<file path="src/rtl/mux_rr_pkg.sv">
// mux_rr_pkg -- shared definitions for the mux_rr channel multiplexer.
//
// Contents:
//   MODE_FIXED / MODE_RR : encodings of the mux_rr 'mode' input
//   idx_width()          : width of a channel index for a given channel count
//                          (never less than 1 bit)
package mux_rr_pkg;

    localparam logic MODE_FIXED = 1'b0;
    localparam logic MODE_RR    = 1'b1;

    function automatic int idx_width(input int n);
        return (n <= 2) ? 1 : $clog2(n);
    endfunction

endpackage

</file>
<file path="src/rtl/rr_arbiter.sv">
// rr_arbiter -- grant selection for mux_rr.
//
// Fixed mode grants 'sel' when that channel requests; an out-of-range sel
// grants nothing. Round-robin mode searches upward from ptr+1, wrapping from
// CHANNELS-1 to 0, and grants the first requesting channel. The pointer moves
// to the granted index only when 'advance' (an input transfer) is high in
// round-robin mode.
//
// Ports:
//   clk, rst_n  : clock, asynchronous active-low reset
//   req         : per-channel request (in_valid)
//   mode        : MODE_FIXED / MODE_RR
//   sel         : channel chosen in fixed mode
//   advance     : a transfer happens on this edge
//   grant       : one-hot grant (all zero when nothing granted)
//   grant_idx   : index of the granted channel
//   grant_any   : some channel is granted
module rr_arbiter
    import mux_rr_pkg::*;
#(
    parameter int CHANNELS = 4,
    parameter int SEL_W    = idx_width(CHANNELS)
) (
    input  logic                           clk,
    input  logic                           rst_n,
    input  logic [CHANNELS-1:0]            req,
    input  logic                           mode,
    input  logic [SEL_W-1:0]               sel,
    input  logic                           advance,
    output logic [CHANNELS-1:0]            grant,
    output logic [idx_width(CHANNELS)-1:0] grant_idx,
    output logic                           grant_any
);

    localparam int IDX_W = idx_width(CHANNELS);

    logic [IDX_W-1:0] ptr;

    always_comb begin
        int c;
        c         = 0;
        grant     = '0;
        grant_idx = '0;
        grant_any = 1'b0;
        if (mode == MODE_FIXED) begin
            // Only indices that exist can match, so sel >= CHANNELS grants nothing.
            for (int i = 0; i < CHANNELS; i++) begin
                if (int'(sel) == i && req[i]) begin
                    grant[i]  = 1'b1;
                    grant_idx = IDX_W'(i);
                    grant_any = 1'b1;
                end
            end
        end else begin
            // Offsets 1..CHANNELS cover every channel once, the current
            // pointer holder last.
            for (int k = 1; k <= CHANNELS; k++) begin
                c = int'(ptr) + k;
                if (c >= CHANNELS) c = c - CHANNELS;
                if (!grant_any && req[c]) begin
                    grant[c]  = 1'b1;
                    grant_idx = IDX_W'(c);
                    grant_any = 1'b1;
                end
            end
        end
    end

    // Reset value CHANNELS-1 makes channel 0 the first round-robin winner.
    always_ff @(posedge clk or negedge rst_n) begin
        if (!rst_n) begin
            ptr <= IDX_W'(CHANNELS - 1);
        end else if (advance && mode == MODE_RR) begin
            ptr <= grant_idx;
        end
    end

endmodule

</file>
<file path="src/rtl/mux_rr.sv">
// mux_rr -- N-channel to 1 multiplexer with fixed or round-robin selection
// and a registered valid/ready output.
//
// Handshake (both sides): a transfer happens on a rising edge where valid
// and ready are both high; a source holds valid and data stable until it
// sees ready. At most one in_ready bit is high, and only for the granted
// channel.
//
// Build option: define MUX_RR_SKID_EN to place a 2-entry skid buffer in
// front of out_data, so in_ready depends only on registered state. Without
// it a single output register is used and in_ready is gated by
// (!out_valid || out_ready). Ports and reset values are the same in both.
//
// Ports:
//   clk, rst_n          : clock, asynchronous active-low reset
//   in_valid / in_ready : per-channel handshake
//   in_data             : channel i at [i*WIDTH +: WIDTH]
//   mode                : MODE_FIXED (use sel) or MODE_RR
//   sel                 : fixed-mode channel (values >= CHANNELS grant nothing)
//   out_valid/out_ready : output handshake
//   out_data, out_chan  : held data and its source channel
module mux_rr
    import mux_rr_pkg::*;
#(
    parameter int WIDTH    = 16,
    parameter int CHANNELS = 4,
    parameter int SEL_W    = idx_width(CHANNELS)
) (
    input  logic                           clk,
    input  logic                           rst_n,
    input  logic [CHANNELS-1:0]            in_valid,
    output logic [CHANNELS-1:0]            in_ready,
    input  logic [CHANNELS*WIDTH-1:0]      in_data,
    input  logic                           mode,
    input  logic [SEL_W-1:0]               sel,
    output logic                           out_valid,
    input  logic                           out_ready,
    output logic [WIDTH-1:0]               out_data,
    output logic [idx_width(CHANNELS)-1:0] out_chan
);

    localparam int IDX_W = idx_width(CHANNELS);

    logic [CHANNELS-1:0] grant;
    logic [IDX_W-1:0]    grant_idx;
    logic                grant_any;
    logic                can_accept;
    logic                xfer;
    logic [WIDTH-1:0]    mux_data;

    rr_arbiter #(
        .CHANNELS (CHANNELS),
        .SEL_W    (SEL_W)
    ) u_arb (
        .clk       (clk),
        .rst_n     (rst_n),
        .req       (in_valid),
        .mode      (mode),
        .sel       (sel),
        .advance   (xfer),
        .grant     (grant),
        .grant_idx (grant_idx),
        .grant_any (grant_any)
    );

    always_comb begin
        mux_data = '0;
        for (int i = 0; i < CHANNELS; i++) begin
            if (grant_idx == IDX_W'(i)) mux_data = in_data[i*WIDTH +: WIDTH];
        end
    end

    // rst_n in the gate keeps every in_ready low while reset is held.
    assign in_ready = (can_accept && rst_n) ? grant : '0;
    assign xfer     = grant_any && can_accept && rst_n;

`ifdef MUX_RR_SKID_EN

    logic [WIDTH-1:0] skid_data [2];
    logic [IDX_W-1:0] skid_chan [2];
    logic             wr_ptr;
    logic             rd_ptr;
    logic [1:0]       count;
    logic             pop;

    // Space is judged from the registered fill level only; a drain on this
    // edge is not credited, which the second entry absorbs.
    assign can_accept = (count != 2'd2);
    assign pop        = (count != 2'd0) && out_ready;

    assign out_valid = (count != 2'd0);
    assign out_data  = skid_data[rd_ptr];
    assign out_chan  = skid_chan[rd_ptr];

    always_ff @(posedge clk or negedge rst_n) begin
        if (!rst_n) begin
            for (int i = 0; i < 2; i++) begin
                skid_data[i] <= '0;
                skid_chan[i] <= '0;
            end
            wr_ptr <= 1'b0;
            rd_ptr <= 1'b0;
            count  <= 2'd0;
        end else begin
            if (xfer) begin
                skid_data[wr_ptr] <= mux_data;
                skid_chan[wr_ptr] <= grant_idx;
                wr_ptr            <= ~wr_ptr;
            end
            if (pop) rd_ptr <= ~rd_ptr;
            count <= count + 2'(xfer) - 2'(pop);
        end
    end

`else

    assign can_accept = !out_valid || out_ready;

    // A new transfer overwrites the register even while it is draining, so
    // out_valid stays high under continuous traffic.
    always_ff @(posedge clk or negedge rst_n) begin
        if (!rst_n) begin
            out_valid <= 1'b0;
            out_data  <= '0;
            out_chan  <= '0;
        end else if (xfer) begin
            out_valid <= 1'b1;
            out_data  <= mux_data;
            out_chan  <= grant_idx;
        end else if (out_ready) begin
            out_valid <= 1'b0;
        end
    end

`endif

endmodule

</file>
<file path="config.mk">
export PLATFORM = sky130hd
export DESIGN_NAME = mux_rr
export DESIGN_NICKNAME = d
export VERILOG_FILES = /design/src/rtl/mux_rr_pkg.sv /design/src/rtl/rr_arbiter.sv /design/src/rtl/mux_rr.sv
export SDC_FILE = /design/constraint.sdc
export NUM_CORES = 1
export LEC_CHECK = 0
export CAP_MARGIN = 20
export CORE_ASPECT_RATIO = 0.7
export CORE_UTILIZATION = 55
export DETAILED_ROUTE_END_ITERATION = 7
export DONT_BUFFER_PORTS = 1
export PLACE_DENSITY = 0.71
export SLEW_MARGIN = 25
export SYNTH_ARGS = -nofsm -noshare
export SYNTH_HDL_FRONTEND = slang
export SYNTH_HIERARCHICAL = 1
export SYNTH_SLANG_ARGS = --single-unit
</file>
<file path="constraint.sdc">
create_clock -name clk -period 10.4 [get_ports clk]
set_input_delay 2.08 -clock clk [delete_from_list [all_inputs] [get_ports clk]]
set_output_delay 2.08 -clock clk [all_outputs]
set_load 0.005 [all_outputs]
</file>
After elaboration in Yosys (flattened, before gate mapping)

Index checks and enable logic that the tools add are counted.

Add/subtract/negate cells: 8
Magnitude comparators: 12
Eq/ne operators: 6
Muxes and demuxes: 66
Bitwise logic cells: 3
Reductions and logical operators: 23

Operators by type and width:

| kind                    | count |
|---|---|
| $mux W32                | 8 |
| $ge A32 B1 Y1 const B   | 4 |
| $ge A32 B4 Y1 const B   | 4 |
| $lt A32 B4 Y1 const B   | 4 |
| $sub A32 B4 Y32 const B | 4 |
| $mux W16                | 4 |
| $mux W4                 | 9 |
| $mux W1                 | 30 |
| $logic_and A1 B1 Y1     | 15 |
| $mux W2                 | 7 |
| $or A4 B4 Y4            | 3 |
| $bmux W1 S2             | 4 |
| $demux W1 S2            | 4 |
| $eq A2 B2 Y1 const B    | 4 |
| $add A2 B2 Y3 const B   | 2 |
| $add A2 B3 Y4 const B   | 1 |
| $eq A2 B1 Y1 const B    | 2 |
| $logic_not A1 Y1        | 4 |
| $logic_not A2 Y1        | 2 |
| $add A2 B1 Y3 const B   | 1 |
| $reduce_bool A2 Y1      | 1 |
| $logic_or A1 B1 Y1      | 1 |

Bits in registers: 21
Input bits: 74
Output and inout port bits: 23
Logic and storage cells: 122

Logic depth before layout (Yosys ltp)

Gate-level depths: netlist (run 1).

Word-level depth: 26
Mapped depth: 13

Cells and area by module

The synthesis (run 1) kept the hierarchy.

Modules (own cells, without submodules):

| module     | times used | cells an instance | area each (sq um) |
|---|---|---|---|
| mux_rr     | 1          | 66                | 1189.9 |
| rr_arbiter | 1          | 93                | 694.4 |

Worst setup path before layout (run 1)

Ideal clock, no wire load.

Kind: input to output
Start point: in in_valid[3]
End point: out in_ready[3]
Arrival: 3362 ps
Setup slack: 4958 ps
Stages on the path: 7
Buffers on the path: 1
Path through: buf_2 > mux4_2 > nand2_1 > o21ai_1 > a221oi_1 > mux2i_1 > and3_1

Word-level cells in the longest chain between the ends: 18
Elaborated cells on any way between the ends: 38

RTL lines:

| element                                     | RTL line         | source |
|---|---|---|
| start: declaration                          | mux_rr.sv:31     | `input logic [CHANNELS-1:0] in_valid,` |
| $bmux W1 S2                                 | rr_arbiter.sv:60 | `if (!grant_any && req[c]) begin` |
| $mux W1 (not written as such) (2 in series) | rr_arbiter.sv:60 |  |
| $mux W1                                     | rr_arbiter.sv:60 |  |
| $mux W1                                     | rr_arbiter.sv:45 | `if (mode == MODE_FIXED) begin` |
| $logic_not A1 Y1                            | rr_arbiter.sv:60 |  |
| $logic_and A1 B1 Y1                         | rr_arbiter.sv:60 |  |
| $mux W1                                     | rr_arbiter.sv:60 |  |
| $mux W1                                     | rr_arbiter.sv:45 |  |
| (+2 left out)                               | n/a              |  |
| $mux W1                                     | rr_arbiter.sv:60 |  |
| $mux W1                                     | rr_arbiter.sv:45 |  |
| $logic_not A1 Y1                            | rr_arbiter.sv:60 |  |
| $logic_and A1 B1 Y1                         | rr_arbiter.sv:60 |  |
| $mux W4                                     | rr_arbiter.sv:60 |  |
| $mux W4 (*)                                 | rr_arbiter.sv:45 |  |
| named net grant[3]                          | mux_rr.sv:44     | `logic [CHANNELS-1:0] grant;` |
| $mux W4 (*)                                 | mux_rr.sv:74     | `assign in_ready = (can_accept && rst_n) ? grant : '0;` |
| end: declaration                            | mux_rr.sv:32     | `output logic [CHANNELS-1:0] in_ready,` |

Mark *: on every way through the listed nets, which the timed path passes. The rest lies on a longest branch. The select of a mux whose other input is x is not followed.

Worst setup path in the final report (run 1)

Start point: in in_valid[1]
End point: out in_ready[2]

Word-level cells in the longest chain between the ends: 18
Elaborated cells on any way between the ends: 36

RTL lines:

| element                                     | RTL line |
|---|---|
| $bmux W1 S2                                 | rr_arbiter.sv:60 |
| $mux W1 (not written as such) (2 in series) | rr_arbiter.sv:60 |
| $mux W1                                     | rr_arbiter.sv:60 |
| $mux W1                                     | rr_arbiter.sv:45 |
| $logic_not A1 Y1                            | rr_arbiter.sv:60 |
| $logic_and A1 B1 Y1                         | rr_arbiter.sv:60 |
| $mux W1                                     | rr_arbiter.sv:60 |
| $mux W1                                     | rr_arbiter.sv:45 |
| (+2 left out)                               | n/a |
| $mux W1                                     | rr_arbiter.sv:60 |
| $mux W1                                     | rr_arbiter.sv:45 |
| $logic_not A1 Y1                            | rr_arbiter.sv:60 |
| $logic_and A1 B1 Y1                         | rr_arbiter.sv:60 |
| $mux W4 (*)                                 | rr_arbiter.sv:60 |
| $mux W4 (*)                                 | rr_arbiter.sv:45 |
| named net grant[2]                          | mux_rr.sv:44 |
| $mux W4 (*)                                 | mux_rr.sv:74 |

Marks and branches as above.

==> impl_metrics.ini, run 1 <==
[min_path]
min_path_type = reg2reg
worstHoldStart = out_data[0]
hold_depth = 1
min_to = out_data[0]

[grt]
gr-total-overflow = 0
busiest_layer = met2
met2_usage = 0.414
grt_usage = 0.240
grt_pass1_wl_um = 6530
grt_pass1_vias = 1287
grt_use_met1 = 0.311
grt_max_degree = 27
grt_antenna_before_repair = 0
met3_usage = 0.0611

[clock_tree]
cts_buffer_depth = 2
ctsHoldBuffers = 0
post_cts_resized = 0
cts_max_level = 1
clock_sinks = 21
insertion_delay_ps = 260
path_clk_slew_ps = 80
cts_setup_buffers = 0
cts_buffers = 3
cts_root_buf = clkbuf_8
cts_tree = built

[placement]
dpl.hpwl_um = 3390
portBuffers = 0
placed_cells = 196
place_area_um2 = 1880
gp_congestion = 0.865
post-place-ws_ps = 4910

[final_layout]
final_cell_area_um2 = 1920
diodes = 0
fin_cells = 200
area_delta_synth_final_pct = 1.93
drive_above_1_share = 0.288
finalCoreUtilization = 0.598
layout.nets = 236

[worst_setup_path]
worstReg2RegStart = u_arb/ptr[0]
reg2regPathDepth = 9
endpoint_kind = primary output
critPathKind = in2out
worst_ep_arrival_time_ps = 3430
startpoint_type = primary input
crit_required_ps = 8320
r2r_slack_ps = 6600
worstPathMaxFanout = 13
r2r-end = out_data[0]

[synth]
synth_ff_type = dfrtp_1
ys_seq_elements = 21
ys_top_cells_by_area = dfrtp_1 25%, mux4_2 13%, mux4_1 9.8%
synthCells = 159
yosysMostFrequentCell = dfrtp_1
ys_types = 43
syn_avg_cell_area_um2 = 11.9
netlist_top_cells_count = 19 x dfrtp_1, 12 x nand2_1, 11 x mux4_2, 10 x a21oi_1
async_reset_ff_frac = 1.00
synth_edf_count = 0
yosys_warnings = 6
syn_area_um2 = 1880
yosys.area.top_type = dfrtp_1
ys_seq_area_frac = 0.280
synth_nets = 241
yosys.area.top_type_share = 0.252

[pwr]
ir_drop_mv = 0.103
power_uw = 493
power_density_nw_per_um2 = 257
p_leak_nw = 0.787

[floorplanning]
io-pin-count = 97
core-area_um2 = 3210
die-height_um = 51.0
dieArea_um2 = 3670
initial_core_util = 0.587
num_rows = 17
die_w_um = 72.0

[routing]
num_vias = 1368
dr.pass1.iters = 4
drt_iter0_markers = 72
viasPerCell = 6.84
ant_nets = 0
routed_wl_um = 4420
wl_per_cell_um = 22.1
drc_errors = 0

[timing]
report.final.slew_viol_count = 0
hold_viol = 0
fin_ws_ps = 4890
slew_headroom = 0.637
final.min_clock_period_ps = 5510
skew_ps = 1.82
holdWs_ps = 546
fmax_mhz = 181
tns_ps = 0
worst_pin_slew_ps = 543
timing.final.crit_share = 0.530
setup_viol = 0
rsz0062_at_grt = no

[flow_run]
max-cap-violations = 0

[run_status]
outcome = complete, no violations
## layer usage
metal / vias to the layer above / share of wire / wire length [um]
li1: 604 / - / -
met2: 94 / 0.50 / 2200
met4: 0 / 0.0086 / 38
met3: 7 / 0.098 / 434
met5: - / 0 / 0
met1: 663 / 0.40 / 1750
## sequential cells by signal, summed over array words and instances (netlist names)
register and cells:
u_arb/ptr 2, out_chan 2, out_data 16, out_valid 1
## how the worst max path moves through the flow
stage                     start     endpoint  slack, ps  cells past startpoint
floorplan           in_valid[3]  in_ready[3]       4960                      7
CTS                 in_valid[1]  in_ready[2]       4910                      5
global route        in_valid[1]  in_ready[2]       4790                      5
detailed placement  in_valid[1]  in_ready[2]       4910                      5
global placement    in_valid[0]  in_ready[3]       4990                      6
finish              in_valid[1]  in_ready[2]       4890                      5
## power breakdown
group / total [mW] / internal (mW) / switching, mW
Clock: 0.0539 / 0.0273 / 0.0265
Combinational: 0.266 / 0.140 / 0.127
Sequential: 0.173 / 0.125 / 0.0476
## kinds of logic (layout without fill, tap and decap cells)
| family | Yosys count | after routing | share of synthesized area |
|---|---|---|---|
| compound gates | 34 | 34 | 0.125 |
| fa+ha+maj | 8 | 8 | 0.0531 |
| buf+inv | 19 | 13 | 0.0604 |
| flops | 21 | 21 | 0.280 |
| mux | 38 | 38 | 0.365 |
| simple gates | 39 | 39 | 0.116 |
## cell type report
class                           count  area (um^2)
Tap cell                           47         58.8
Fill cell                         256         1290
Multi-Input combinational cell    119         1250
Clock buffer                        4         45.0
Sequential cell                    21          528
Timing Repair Buffer                2         15.0
Inverter                            7         26.3
## worst max-delay path: stages
cell and delay, ps:
mux4_2 550, nor3_4 290, a221oi_1 120, a21oi_1 190, and3_1 190
## placed cells by master (no fill, tap or decap), types with 2 or more instances in the layout
| cell type | Yosys | final |
|---|---|---|
| a31oi_1 | 2 | 2 |
| mux4_2 | 11 | 11 |
| buf_4 | 1 | 2 |
| nor2_1 | 5 | 5 |
| ha_1 | 8 | 8 |
| o21ai_1 | 6 | 6 |
| nor3_1 | 2 | 2 |
| and3_1 | 4 | 4 |
| mux2_2 | 9 | 9 |
| a21oi_1 | 10 | 10 |
| a211oi_1 | 2 | 2 |
| dfstp_2 | 2 | 2 |
| o21ai_2 | 2 | 2 |
| mux2_4 | 9 | 9 |
| inv_1 | 4 | 4 |
| nand2_1 | 12 | 12 |
| nor2b_1 | 2 | 2 |
| and2_1 | 2 | 2 |
| mux2i_1 | 2 | 2 |
| o211ai_1 | 2 | 2 |
| o22ai_1 | 2 | 2 |
| mux4_1 | 7 | 7 |
| and3b_1 | 2 | 2 |
| clkbuf_8 | 0 | 3 |
| dfrtp_1 | 19 | 19 |
| inv_2 | 2 | 2 |
| a221oi_1 | 4 | 4 |
| nor3b_1 | 4 | 4 |
Power figures use the tool's default switching activity.
==> run 2: changes to the inputs <==
PLACE_DENSITY = 0.74   (was 0.71)
clock period = 4.95 ns   (was 10.4 ns; I/O delays follow)
==> run 2 against run 1 <==
  * Routed wire length fell by 5.1%
  * Power up 110%
  * Die area did not move
  * Flip-flop and latch count stayed put
  * Register-to-register slack got worse by 5400 ps
  * Setup slack lost 3900 ps
  * Critical endpoint is now in_ready[3]
  * Critical path depth is 3 higher
  * Highest routed layer unchanged
  * Clock skew is essentially flat
  * Non-clock buffer count is 1 lower
  * Cell count fell by 0.50%
  * Count of clock-buffer cells in the layout unchanged
  * Largest cell class unchanged
==> impl_metrics.ini, run 2 (same netlist as run 1, synthesis figures left out) <==
[run_status]
outcome = complete, no violations

[placement]
place_area_um2 = 1870
post-place-ws_ps = 1220
gp_congestion = 0.857
portBuffers = 0
dpl.hpwl_um = 3250

[worst_setup_path]
worstPathMaxFanout = 17
startpoint_type = register
reg2regPathDepth = 9
critPathKind = reg2out
crit_required_ps = 3960
endpoint_kind = primary output
worstReg2RegStart = u_arb/ptr[0]
worst_ep_arrival_time_ps = 2960
r2r_slack_ps = 1220
r2r-end = out_data[5]

[clock_tree]
cts_setup_buffers = 0
clock_sinks = 21
cts_buffer_depth = 2
cts_buffers = 3
ctsHoldBuffers = 0
path_clk_slew_ps = 70
cts_max_level = 1
cts_root_buf = clkbuf_8
insertion_delay_ps = 250
post_cts_resized = 0
cts_tree = built

[timing]
hold_viol = 0
tns_ps = 0
rsz0062_at_grt = no
setup_viol = 0
fin_ws_ps = 996
skew_ps = 1.65
worst_pin_slew_ps = 903
fmax_mhz = 253
timing.final.crit_share = 0.799
final.min_clock_period_ps = 3950
slew_headroom = 0.398
report.final.slew_viol_count = 0

[grt]
busiest_layer = met2
grt_usage = 0.238
gr-total-overflow = 0
grt_pass1_vias = 1371
grt_antenna_before_repair = 0
met2_usage = 0.418
grt_use_met1 = 0.292
grt_pass1_wl_um = 6580
grt_max_degree = 27
met3_usage = 0.0789

[routing]
routed_wl_um = 4200
ant_nets = 0
dr.pass1.iters = 4
num_vias = 1351
drt_iter0_markers = 132
drc_errors = 0
wl_per_cell_um = 21.1
viasPerCell = 6.79

[pwr]
power_density_nw_per_um2 = 531
power_mw = 1.02
p_leak_nw = 0.784
ir_drop_mv = 0.270

[floorplanning]
die_w_um = 72.0
io-pin-count = 97
initial_core_util = 0.587
core-area_um2 = 3210
num_rows = 17
die-height_um = 51.0
dieArea_um2 = 3670

[final_layout]
drive_above_1_share = 0.289
layout.nets = 235
final_cell_area_um2 = 1920
layout_commonest_cell = dfrtp_1
final_cell_mix = 19 x dfrtp_1, 12 x nand2_1, 11 x mux4_2
max_flop_register = out_data
top_regs = out_data: 16 flops, out_chan: 2 flops, u_arb/ptr: 2 flops
largest_reg_flops = 16
area_delta_synth_final_pct = 1.86
diodes = 0

[flow_run]
max-cap-violations = 0

[min_path]
min_path_type = in2async
==> run 2: cell count changes in the layout (fill, tap and decap cells not counted) <==
cell     change
buf_4        -1
o22ai_1      -1
o22ai_2      +1
==> run 2: cell type report <==
cell class | instances | area, um^2
Tap cell | 47 | 58.8
Sequential cell | 21 | 528
Inverter | 7 | 26.3
Timing Repair Buffer | 1 | 7.51
Multi-Input combinational cell | 119 | 1250
Clock buffer | 4 | 45.0
Fill cell | 267 | 1290
==> run 2: power breakdown <==
part	internal (mW)	switching [mW]	total, mW	leakage (nW)
Clock	0.0572	0.0525	0.110	0.0228
Sequential	0.263	0.0951	0.358	0.244
Combinational	0.293	0.259	0.552	0.517
Total	0.614	0.406	1.02	0.784
==> run 2: how the worst max path moves through the flow <==
stage | from | endpoint | slack, ps | depth (start not counted)
CTS | u_arb/ptr[0] | in_ready[3] | 990 | 8
detailed placement | u_arb/ptr[0] | out_data[5] | 1220 | 9
finish | u_arb/ptr[0] | in_ready[3] | 1000 | 8
global route | u_arb/ptr[0] | in_ready[2] | 800 | 8
global placement | u_arb/ptr[0] | out_data[2] | 1350 | 9
floorplan | u_arb/ptr[0] | in_ready[3] | 1450 | 10
==> run 2: routing by layer <==
metal | wire length, um | part of all wire
met1 | 1620 | 0.39
met2 | 2100 | 0.50
met3 | 437 | 0.10
met4 | 33 | 0.0079
met5 | 0 | 0
==> run 2: stage by stage <==
stage / hold WS [ps] / std cells / utilization
after detailed placement: 522 / 195 / 0.584
final: 421 / 199 / 0.598
after CTS: 414 / 199 / 0.598
after global routing: 402 / 199 / 0.598
after floorplan: 504 / 159 / -
after global placement: 526 / 195 / 0.584
==> run 2: worst max-delay path, cell delays in order, from the launching register on <==
cell and delay, ps:
dfstp_2 750, inv_2 130, ha_1 460, mux4_2 650, nand2_1 100, o21ai_1 60, a221oi_1 240, mux2i_1 120
and3_1 190
==> run 3: changes to the inputs <==
PLACE_DENSITY = 0.71   (was 0.74)
clock period = 3.7 ns   (was 4.95 ns; I/O delays follow)
==> run 3 against run 2 <==
  * Critical path type unchanged
  * Sequential power up 26%
  * Clock power rose by 32%
  * Global-route usage decreased by 1.5 points
  * Clock skew increased by 3.3 ps
==> impl_metrics.ini, run 3 (same netlist as run 1, synthesis figures left out) <==
[pwr]
combPwrFrac = 0.585
intPower_uw = 870
seqPwrFrac = 0.314
p_leak_nw = 0.807
power.switching_uw = 567
ir_drop_mv = 0.357
swShare = 0.394
power_density_nw_per_um2 = 726
clkPwrFrac = 0.101

[grt]
grt_pass1_vias = 1305
grt_usage = 0.224
grt_max_degree = 27
grt_pass1_wl_um = 6240
gr-total-overflow = 0
grt_antenna_before_repair = 0

[final_layout]
area_delta_synth_final_pct = 5.05
layout.nets = 238
final_cell_mix = 19 x dfrtp_1, 12 x nand2_1, 11 x mux4_2
top_regs = out_data: 16 flops, out_chan: 2 flops, u_arb/ptr: 2 flops
fill_cells = 259
max_flop_register = out_data
finalCoreUtilization = 0.616
largest_reg_flops = 16
drive_above_1_share = 0.297
layout_commonest_cell = dfrtp_1
diodes = 0

[clock_tree]
clock_sinks = 21
cts_buffer_depth = 2
cts_root_buf = clkbuf_8
path_clk_slew_ps = 70
cts_buffers = 3
ctsHoldBuffers = 0
cts_tree = built
insertion_delay_ps = 250
cts_max_level = 1

[worst_setup_path]
r2r_slack_ps = 230
startpoint_type = register
critPathKind = reg2out
endpoint_kind = primary output
crit_buf_inv = 1
crit_chain = inv_1 -> ha_4 -> mux4_2 -> nand2_1 -> o21ai_1 -> a221oi_1 -> mux2i_1 -> and3_1
crit_slowest_cell = dfstp_2
r2r-end = out_data[2]
critical-path-top-delay-family = multiplexers
worstPathMaxFanout = 10
reg2regPathDepth = 9
worst_ep_arrival_time_ps = 2770
cpPeakStageDelay_ps = 630
crit_required_ps = 2960
worstReg2RegStart = u_arb/ptr[1]

[placement]
dpl.hpwl_um = 3190
post-place-ws_ps = 184
gp_congestion = 0.920
portBuffers = 0

[floorplanning]
initial_core_util = 0.587
io-pin-count = 97
core-area_um2 = 3210
die-height_um = 51.0
num_rows = 17
die_w_um = 72.0
dieArea_um2 = 3670

[timing]
holdWs_ps = 174
fin_ws_ps = 191
final.min_clock_period_ps = 3510
setup_viol = 0
timing.final.crit_share = 0.948
hold_viol = 0
fmax_mhz = 285
skew_ps = 4.99
slew_headroom = 0.634
rsz0062_at_grt = no
report.final.slew_viol_count = 0
tns_ps = 0
worst_pin_slew_ps = 550

[routing]
routed_wl_um = 4310
dr.pass1.iters = 4
drc_errors = 0
drt_iter0_markers = 77
num_vias = 1390
viasPerCell = 6.88
ant_nets = 0
wl_per_cell_um = 21.3

[flow_run]
max-cap-violations = 0

[run_status]
outcome = complete, no violations

[min_path]
min_path_type = in2async
[run 3: repair_timing]
item	CTS	global route
gates resized for setup	0	2
endpoints found under the setup margin	0	4
buffers inserted	0	0
[run 3: power groups by stage]
stage	clock network (mW)	registers, mW	logic [mW]
floorplan	0	0.433	0.671
global placement	0	0.450	0.745
detailed placement	0	0.457	0.772
CTS	0.149	0.454	0.774
global route	0.158	0.466	0.907
finish	0.145	0.452	0.840
[run 3: worst max path at each step]
| stage | start | end | cells after the start |
|---|---|---|---|
| after floorplan | u_arb/ptr[0] | out_data[10] | 12 |
| after global placement | u_arb/ptr[1] | out_data[5] | 9 |
| after global routing | u_arb/ptr[1] | in_ready[0] | 8 |
| final | u_arb/ptr[1] | in_ready[3] | 8 |
| after detailed placement | u_arb/ptr[1] | out_data[2] | 9 |
| after CTS | u_arb/ptr[1] | in_ready[2] | 8 |
[run 3: cell type report]
type | count | area, um^2 | share of cell area
well taps | 47 | 58.8 | 0.0297
flip-flops and latches | 21 | 528 | 0.267
clock buffers | 4 | 45.0 | 0.0228
repair buffers | 3 | 35.0 | 0.0177
multi-input cells | 120 | 1290 | 0.650
inverters | 7 | 26.3 | 0.0133
[run 3: routing by layer]
layer  global-route usage  routed length (um)  up-vias
li1                     -                   -      607
met1                0.289                1720      688
met2                0.387                2120       89
met3               0.0651                 419        6
met4               0.0294                  50        0
met5                    0                   0        -
[run 3: stage by stage]
stage                     instance area (um^2)  total power, mW  std cells
after global routing                      1980             1.53        202
final                                     1980             1.44        202
after global placement                    1900             1.19        197
after CTS                                 1940             1.38        201
after floorplan                           1880             1.10        159
after detailed placement                  1900             1.23        197
